**src/rtl/axi_tdd_ng_sequencer.sv**
```systemverilog
// TDD frame sequencer: IDLE/ARMED/WAITING/RUNNING state machine with up to 32
// programmable channel windows, internal periodic sync and sync-reset re-trigger.
module axi_tdd_ng_sequencer #(
   parameter int unsigned CHANNEL_COUNT = 8,
   parameter int unsigned REGISTER_WIDTH = 32,
   parameter int unsigned BURST_COUNT_WIDTH = 32,
   parameter int unsigned SYNC_COUNT_WIDTH = 64,
   parameter logic [CHANNEL_COUNT-1:0] DEFAULT_POLARITY = '0
) (
   input  logic                                    clk,
   input  logic                                    rst,
   input  logic                                    tdd_enable,
   input  logic                                    tdd_sync_rst,
   input  logic                                    tdd_sync_int,
   input  logic                                    tdd_sync_ext,
   input  logic                                    tdd_sync_soft,
   input  logic                                    sync_in,
   input  logic [BURST_COUNT_WIDTH-1:0]            tdd_burst_count,
   input  logic [REGISTER_WIDTH-1:0]               tdd_startup_delay,
   input  logic [REGISTER_WIDTH-1:0]               tdd_frame_length,
   input  logic [SYNC_COUNT_WIDTH-1:0]             tdd_sync_period,
   input  logic [CHANNEL_COUNT-1:0]                tdd_channel_enable,
   input  logic [CHANNEL_COUNT-1:0]                tdd_channel_polarity,
   input  logic [CHANNEL_COUNT*REGISTER_WIDTH-1:0] tdd_channel_on,
   input  logic [CHANNEL_COUNT*REGISTER_WIDTH-1:0] tdd_channel_off,
   output logic [CHANNEL_COUNT-1:0]                tdd_channel,
   output logic [1:0]                              tdd_cstate,
   output logic                                    tdd_endof_frame,
   output logic                                    tdd_sync_out
);

   localparam logic [1:0] ST_IDLE    = 2'b00;
   localparam logic [1:0] ST_ARMED   = 2'b01;
   localparam logic [1:0] ST_WAITING = 2'b10;
   localparam logic [1:0] ST_RUNNING = 2'b11;

   logic [1:0]                   state_q, state_d;
   logic [REGISTER_WIDTH-1:0]    delay_cnt_q, delay_cnt_d;
   logic [REGISTER_WIDTH-1:0]    frame_cnt_q, frame_cnt_d;
   logic [BURST_COUNT_WIDTH-1:0] burst_cnt_q, burst_cnt_d;
   logic [SYNC_COUNT_WIDTH-1:0]  sync_cnt_q, sync_cnt_d;
   logic                         sync_in_q, sync_in_d;
   logic                         sync_out_q, sync_out_d;
   logic                         eof_q, eof_d;
   logic [CHANNEL_COUNT-1:0]     raw_q, raw_d;
   logic [CHANNEL_COUNT-1:0]     channel_q, channel_d;
   logic                         sync_acc;

   always_comb begin
      sync_acc = tdd_sync_soft
               | (tdd_sync_ext & sync_in & ~sync_in_q)
               | (tdd_sync_int & (sync_cnt_q == tdd_sync_period));
      sync_in_d  = sync_in;
      sync_out_d = sync_acc && (state_q != ST_IDLE);
      if (tdd_sync_int && (state_q != ST_IDLE))
         sync_cnt_d = (sync_cnt_q == tdd_sync_period) ? '0 : sync_cnt_q + SYNC_COUNT_WIDTH'(1);
      else
         sync_cnt_d = '0;
   end

   always_comb begin
      state_d     = state_q;
      delay_cnt_d = delay_cnt_q;
      frame_cnt_d = frame_cnt_q;
      burst_cnt_d = burst_cnt_q;
      if (!tdd_enable) begin
         state_d     = ST_IDLE;
         delay_cnt_d = '0;
         frame_cnt_d = '0;
         burst_cnt_d = '0;
      end else begin
         case (state_q)
            ST_IDLE: begin
               state_d     = ST_ARMED;
               burst_cnt_d = '0;
            end
            ST_ARMED: begin
               if (sync_acc) begin
                  state_d     = ST_WAITING;
                  delay_cnt_d = '0;
                  frame_cnt_d = '0;
               end
            end
            default: begin
               // Re-trigger outranks both the delay expiry and the frame-end transition
               if (sync_acc && tdd_sync_rst) begin
                  state_d     = ST_WAITING;
                  delay_cnt_d = '0;
                  frame_cnt_d = '0;
                  burst_cnt_d = '0;
               end else if (state_q == ST_WAITING) begin
                  if (delay_cnt_q == tdd_startup_delay) begin
                     state_d     = ST_RUNNING;
                     frame_cnt_d = '0;
                  end else begin
                     delay_cnt_d = delay_cnt_q + REGISTER_WIDTH'(1);
                  end
               end else if (frame_cnt_q == tdd_frame_length) begin
                  frame_cnt_d = '0;
                  if ((tdd_burst_count != '0) &&
                      (burst_cnt_q + BURST_COUNT_WIDTH'(1) == tdd_burst_count)) begin
                     state_d     = ST_ARMED;
                     burst_cnt_d = '0;
                  end else if (burst_cnt_q != '1) begin
                     burst_cnt_d = burst_cnt_q + BURST_COUNT_WIDTH'(1);
                  end
               end else begin
                  frame_cnt_d = frame_cnt_q + REGISTER_WIDTH'(1);
               end
            end
         endcase
      end
      // Registered from the next-state compare so the pulse lines up with the last frame cycle
      eof_d = (state_d == ST_RUNNING) && (frame_cnt_d == tdd_frame_length);
   end

   always_comb begin
      raw_d = raw_q;
      for (int unsigned i = 0; i < CHANNEL_COUNT; i++) begin
         if ((state_d != ST_RUNNING) || !tdd_channel_enable[i])
            raw_d[i] = 1'b0;
         else if ((state_q == ST_RUNNING) &&
                  (frame_cnt_q == tdd_channel_off[i*REGISTER_WIDTH +: REGISTER_WIDTH]))
            raw_d[i] = 1'b0;
         else if ((state_q == ST_RUNNING) &&
                  (frame_cnt_q == tdd_channel_on[i*REGISTER_WIDTH +: REGISTER_WIDTH]))
            raw_d[i] = 1'b1;
      end
      channel_d = raw_d ^ tdd_channel_polarity;
   end

   always_ff @(posedge clk or posedge rst) begin
      if (rst) begin
         state_q     <= ST_IDLE;
         delay_cnt_q <= '0;
         frame_cnt_q <= '0;
         burst_cnt_q <= '0;
         sync_cnt_q  <= '0;
         sync_in_q   <= 1'b0;
         sync_out_q  <= 1'b0;
         eof_q       <= 1'b0;
         raw_q       <= '0;
         channel_q   <= DEFAULT_POLARITY;
      end else begin
         state_q     <= state_d;
         delay_cnt_q <= delay_cnt_d;
         frame_cnt_q <= frame_cnt_d;
         burst_cnt_q <= burst_cnt_d;
         sync_cnt_q  <= sync_cnt_d;
         sync_in_q   <= sync_in_d;
         sync_out_q  <= sync_out_d;
         eof_q       <= eof_d;
         raw_q       <= raw_d;
         channel_q   <= channel_d;
      end
   end

   assign tdd_channel     = channel_q;
   assign tdd_cstate      = state_q;
   assign tdd_endof_frame = eof_q;
   assign tdd_sync_out    = sync_out_q;

endmodule

```
**config.mk**
```make
export PLATFORM = sky130hd
export DESIGN_NAME = axi_tdd_ng_sequencer
export DESIGN_NICKNAME = d
export VERILOG_FILES = /design/src/rtl/axi_tdd_ng_sequencer.sv
export SDC_FILE = /design/constraint.sdc
export NUM_CORES = 1
export LEC_CHECK = 0
export ABC_AREA = 1
export CAP_MARGIN = 0
export CORE_MARGIN = 8
export CORE_UTILIZATION = 30
export DETAILED_ROUTE_END_ITERATION = 12
export PLACE_DENSITY_LB_ADDON = 0.3
export REMOVE_ABC_BUFFERS = 1
export SLEW_MARGIN = 25
export SYNTH_ARGS = -nofsm -noshare
export SYNTH_HDL_FRONTEND = slang
export SYNTH_SLANG_ARGS = --single-unit
```
**constraint.sdc**
```tcl
create_clock -name clk -period 8.6 [get_ports clk]
set_input_delay 2.58 -clock clk [delete_from_list [all_inputs] [get_ports clk]]
set_output_delay 2.58 -clock clk [all_outputs]
set_load 0.005 [all_outputs]
```
==> flow_results.xml <==
<?xml version="1.0" encoding="UTF-8"?>
<metrics>
  <group name="run_status">
    <metric name="status" unit="">finished clean</metric>
  </group>
  <group name="hold_path">
    <metric name="hold-path-cell-count" unit="">1</metric>
    <metric name="timing.hold.worst.start" unit="">sync_cnt_q[49]</metric>
    <metric name="hold_class" unit="">reg2reg</metric>
    <metric name="worstHoldEndpoint" unit="">sync_cnt_q[49]</metric>
  </group>
  <group name="sta">
    <metric name="achievable-frequency" unit="MHz">180</metric>
    <metric name="finalClockSkew" unit="ps">12.7</metric>
    <metric name="grt_setup_unrepaired" unit="">no</metric>
    <metric name="setup_violations_final" unit="">0</metric>
    <metric name="timing.final.crit_share" unit="%">64.6</metric>
    <metric name="finalHoldWorstSlack" unit="ps">526</metric>
    <metric name="period_minus_slack" unit="ps">5550</metric>
    <metric name="slew_headroom" unit="%">30.3</metric>
    <metric name="fin_setup_tns" unit="ps">0</metric>
    <metric name="worst-slew-pin-transition" unit="ps">1040</metric>
    <metric name="final-hold-violation-count" unit="">0</metric>
    <metric name="final_critical_path_setup_slack" unit="ps">3050</metric>
    <metric name="final_max_tran_viols" unit="">0</metric>
  </group>
  <group name="synthesis">
    <metric name="synth.ff_latch_count" unit="">181</metric>
    <metric name="synth_top_area_share" unit="%">22.0</metric>
    <metric name="yosys.cell_types.count" unit="">60</metric>
    <metric name="synthesis.instances" unit="">3347</metric>
    <metric name="synth_top_area_cell" unit="">sky130_fd_sc_hd__dfrtp_1</metric>
    <metric name="synth-async-reset-ratio" unit="%">100</metric>
    <metric name="yosysSeqAreaShare" unit="%">22.0</metric>
    <metric name="synth_area_per_cell" unit="sq um">6.16</metric>
    <metric name="synth_top_flop_cell" unit="">sky130_fd_sc_hd__dfrtp_1</metric>
    <metric name="count_of_flip_flops_with_a_built_in_enable_after_synthesis" unit="">0</metric>
    <metric name="synth_top_cells_by_area" unit="">sky130_fd_sc_hd__dfrtp_1, sky130_fd_sc_hd__nand2_1, sky130_fd_sc_hd__xor2_1, sky130_fd_sc_hd__nor2_1, sky130_fd_sc_hd__inv_1</metric>
    <metric name="number_of_warnings_printed_during_yosys_synthesis" unit="">0</metric>
    <metric name="synth.cells.most_frequent" unit="">sky130_fd_sc_hd__nand2_1, sky130_fd_sc_hd__nor2_1, sky130_fd_sc_hd__inv_1</metric>
    <metric name="yosys.cell_count.top_type" unit="">sky130_fd_sc_hd__nand2_1</metric>
    <metric name="syn-cell-area" unit="sq um">20600</metric>
  </group>
  <group name="clock_tree">
    <metric name="maximum_level_of_the_cts_h_tree" unit="">4</metric>
    <metric name="clkTransAtPathRegs" unit="ps">80</metric>
    <metric name="cts_buffers" unit="">17</metric>
    <metric name="ctsHoldBuffers" unit="">0</metric>
    <metric name="postCtsSetupBuffers" unit="">0</metric>
    <metric name="clock_path_buffers" unit="">2</metric>
    <metric name="post_cts_resize_count" unit="">0</metric>
    <metric name="clock-sinks" unit="">181</metric>
    <metric name="clock-root-buffer" unit="">sky130_fd_sc_hd__clkbuf_16</metric>
    <metric name="worst_skew_pair.late_latency" unit="ps">510</metric>
    <metric name="tritoncts_clock_tree" unit="">built</metric>
  </group>
  <group name="die">
    <metric name="starting_density_of_the_core" unit="%">30.2</metric>
    <metric name="die_area" unit="sq um">77400</metric>
    <metric name="row_count" unit="">96</metric>
    <metric name="die_height" unit="um">278</metric>
    <metric name="core_region_area" unit="sq um">68300</metric>
    <metric name="die_w" unit="um">278</metric>
    <metric name="design.portCount" unit="">708</metric>
  </group>
  <group name="drt">
    <metric name="finalWirelength" unit="um">125000</metric>
    <metric name="vias_per_cell" unit="">5.35</metric>
    <metric name="routed-via-count" unit="">26300</metric>
    <metric name="antenna_left" unit="">0</metric>
    <metric name="detail_route.wl_per_cell" unit="um">25.4</metric>
    <metric name="post-route-drc-count" unit="">0</metric>
    <metric name="drtPass1Iterations" unit="">6</metric>
    <metric name="drt_iter0_drc" unit="">2382</metric>
  </group>
  <group name="global_route">
    <metric name="grt_overflow_total" unit="">0</metric>
    <metric name="vias_in_the_first_global_route" unit="">24900</metric>
    <metric name="grt_pass1_wl" unit="um">176000</metric>
    <metric name="grtUsageTotal" unit="%">30.9</metric>
    <metric name="antenna_found_initial" unit="">60</metric>
    <metric name="grt_start_max_net_pins" unit="">93</metric>
  </group>
  <group name="setup_path">
    <metric name="cp.arrival" unit="ps">5940</metric>
    <metric name="end_kind" unit="">register</metric>
    <metric name="timing.critical_path.required" unit="ps">8990</metric>
    <metric name="cell_count_of_the_worst_reg_to_reg_path" unit="">12</metric>
    <metric name="worst_setup_path_start_kind" unit="">input pin</metric>
    <metric name="worst-path-max-fanout" unit="">22</metric>
    <metric name="regToRegSetupSlack" unit="ps">3450</metric>
    <metric name="timing.setup.critical_path_class" unit="">in2reg</metric>
    <metric name="regToRegEndpoint" unit="">tdd_channel[6]</metric>
    <metric name="crit-reg2reg-launch" unit="">tdd_cstate[1]</metric>
  </group>
  <group name="finish">
    <metric name="layout.cell_area.non_filler" unit="sq um">29400</metric>
    <metric name="fin_nets" unit="">4694</metric>
    <metric name="final-seq-area" unit="sq um">4540</metric>
    <metric name="syn2layout_area_growth" unit="%">42.3</metric>
    <metric name="final_layout_size_suffix_gt1_share" unit="%">3.77</metric>
    <metric name="layout.cells.non_filler" unit="">4922</metric>
    <metric name="final.fill_count" unit="">7277</metric>
    <metric name="combined_area_of_the_multi_input_logic_cells" unit="sq um">14200</metric>
  </group>
  <group name="power_and_ir_drop">
    <metric name="leakage_dissipation" unit="uW">0.0127</metric>
    <metric name="vdd_drop_max" unit="mV">0.109</metric>
    <metric name="power_per_cell_area" unit="nW/um^2">111</metric>
  </group>
  <group name="placement">
    <metric name="dp_worst_setup_slack" unit="ps">2590</metric>
    <metric name="gp_routability_congestion" unit="">0.993</metric>
    <metric name="place.detailed.hpwl" unit="um">99200</metric>
    <metric name="placed_cells_incl_taps" unit="">4852</metric>
    <metric name="placement.io_buffers" unit="">707</metric>
    <metric name="dpl_cell_area" unit="sq um">28700</metric>
  </group>
  <group name="flow_run">
    <metric name="maxCapViolations" unit="">0</metric>
  </group>
</metrics>
[layout by cell type (no fill, tap or decap), types with 10 or more instances in the layout]
cell,instances
sky130_fd_sc_hd__nand2_1,938
sky130_fd_sc_hd__clkdlybuf4s50_1,707
sky130_fd_sc_hd__nor2_1,389
sky130_fd_sc_hd__inv_1,341
sky130_fd_sc_hd__xor2_1,223
sky130_fd_sc_hd__o21ai_0,185
sky130_fd_sc_hd__dfrtp_1,176
sky130_fd_sc_hd__nand3_1,173
sky130_fd_sc_hd__xnor2_1,125
sky130_fd_sc_hd__nand4_1,91
sky130_fd_sc_hd__nor3_1,85
sky130_fd_sc_hd__a21oi_1,75
sky130_fd_sc_hd__nor4_1,69
sky130_fd_sc_hd__buf_4,51
sky130_fd_sc_hd__o22ai_1,45
sky130_fd_sc_hd__diode_2,38
sky130_fd_sc_hd__o21ai_1,32
sky130_fd_sc_hd__a211oi_1,27
sky130_fd_sc_hd__a221oi_1,27
sky130_fd_sc_hd__nand3b_1,22
sky130_fd_sc_hd__o2111ai_1,22
sky130_fd_sc_hd__clkbuf_16,17
sky130_fd_sc_hd__clkinv_1,13
sky130_fd_sc_hd__nor2_4,12
sky130_fd_sc_hd__a211o_1,12
sky130_fd_sc_hd__o211ai_1,10
sky130_fd_sc_hd__or2_2,10
[cell families after synthesis]
family          count (synthesis)  share of synthesized area [%]
buf+inv                       499                           9.34
fa+ha+maj                       9                          0.546
simple gates                 1834                           38.7
xor+xnor                      357                           15.7
flops                         181                           22.0
compound gates                467                           13.7
[power by group]
group / switching [uW] / leakage [uW] / internal, uW
logic: 872 / 0.00988 / 589
registers: 53.2 / 0.00249 / 881
clock network: 421 / 0.000287 / 445
[how the worst max path moves through the flow]
stage	startpoint	end	slack (ps)	cells after the start
floorplan	rst	burst_cnt_q[0]	1100	1
global placement	tdd_sync_period[20]	delay_cnt_q[3]	2620	20
detailed placement	tdd_enable	delay_cnt_q[19]	2590	10
CTS	tdd_enable	delay_cnt_q[19]	3110	10
global route	tdd_enable	delay_cnt_q[25]	2710	10
finish	tdd_enable	delay_cnt_q[19]	3050	10
[critical path, cell delays in order]
cell and delay, ps:
sky130_fd_sc_hd__clkdlybuf4s50_1 800, sky130_fd_sc_hd__inv_1 390, sky130_fd_sc_hd__nor2_1 800, sky130_fd_sc_hd__nand2_2 250, sky130_fd_sc_hd__o21ai_1 160, sky130_fd_sc_hd__buf_4 290, sky130_fd_sc_hd__inv_1 300, sky130_fd_sc_hd__nand2_1 150
sky130_fd_sc_hd__xor2_1 140, sky130_fd_sc_hd__nor2_1 50
[layer usage]
layer | vias to the layer above | GRT usage (%) | share of wire (%)
li1 | 12300 | - | -
met1 | 12200 | 36.7 | 39
met2 | 1419 | 49.3 | 46
met3 | 330 | 9.69 | 9.8
met4 | 28 | 16.8 | 5.4
met5 | - | 0 | 0.15
[flip-flops by register name (all words and copies together), names as in the netlist]
| name | cells |
|---|---|
| delay_cnt_q | 32 |
| tdd_channel | 8 |
| burst_cnt_q | 32 |
| tdd_cstate | 2 |
| tdd_sync_out | 1 |
| tdd_endof_frame | 1 |
| sync_in_q | 1 |
| raw_q | 8 |
| frame_cnt_q | 32 |
| sync_cnt_q | 64 |
[stage by stage]
step           total power (uW)  util (%)
2_1_floorplan              1600         -
4_1_cts                    3270      42.8
3_3_place_gp               2380      41.9
6_report                   3260      43.0
3_5_place_dp               2390      41.9
5_1_grt                    3440      42.9
[area by class of cell]
type                    count  area share, %
repair buffers            758           25.4
multi-input cells        2667           48.3
well taps                 882           3.76
flip-flops and latches    181           15.4
clock buffers              19           1.51
inverters                 364           4.68
diodes                     38          0.324
clock inverters            13          0.562
(Power assumes the default switching activity.)
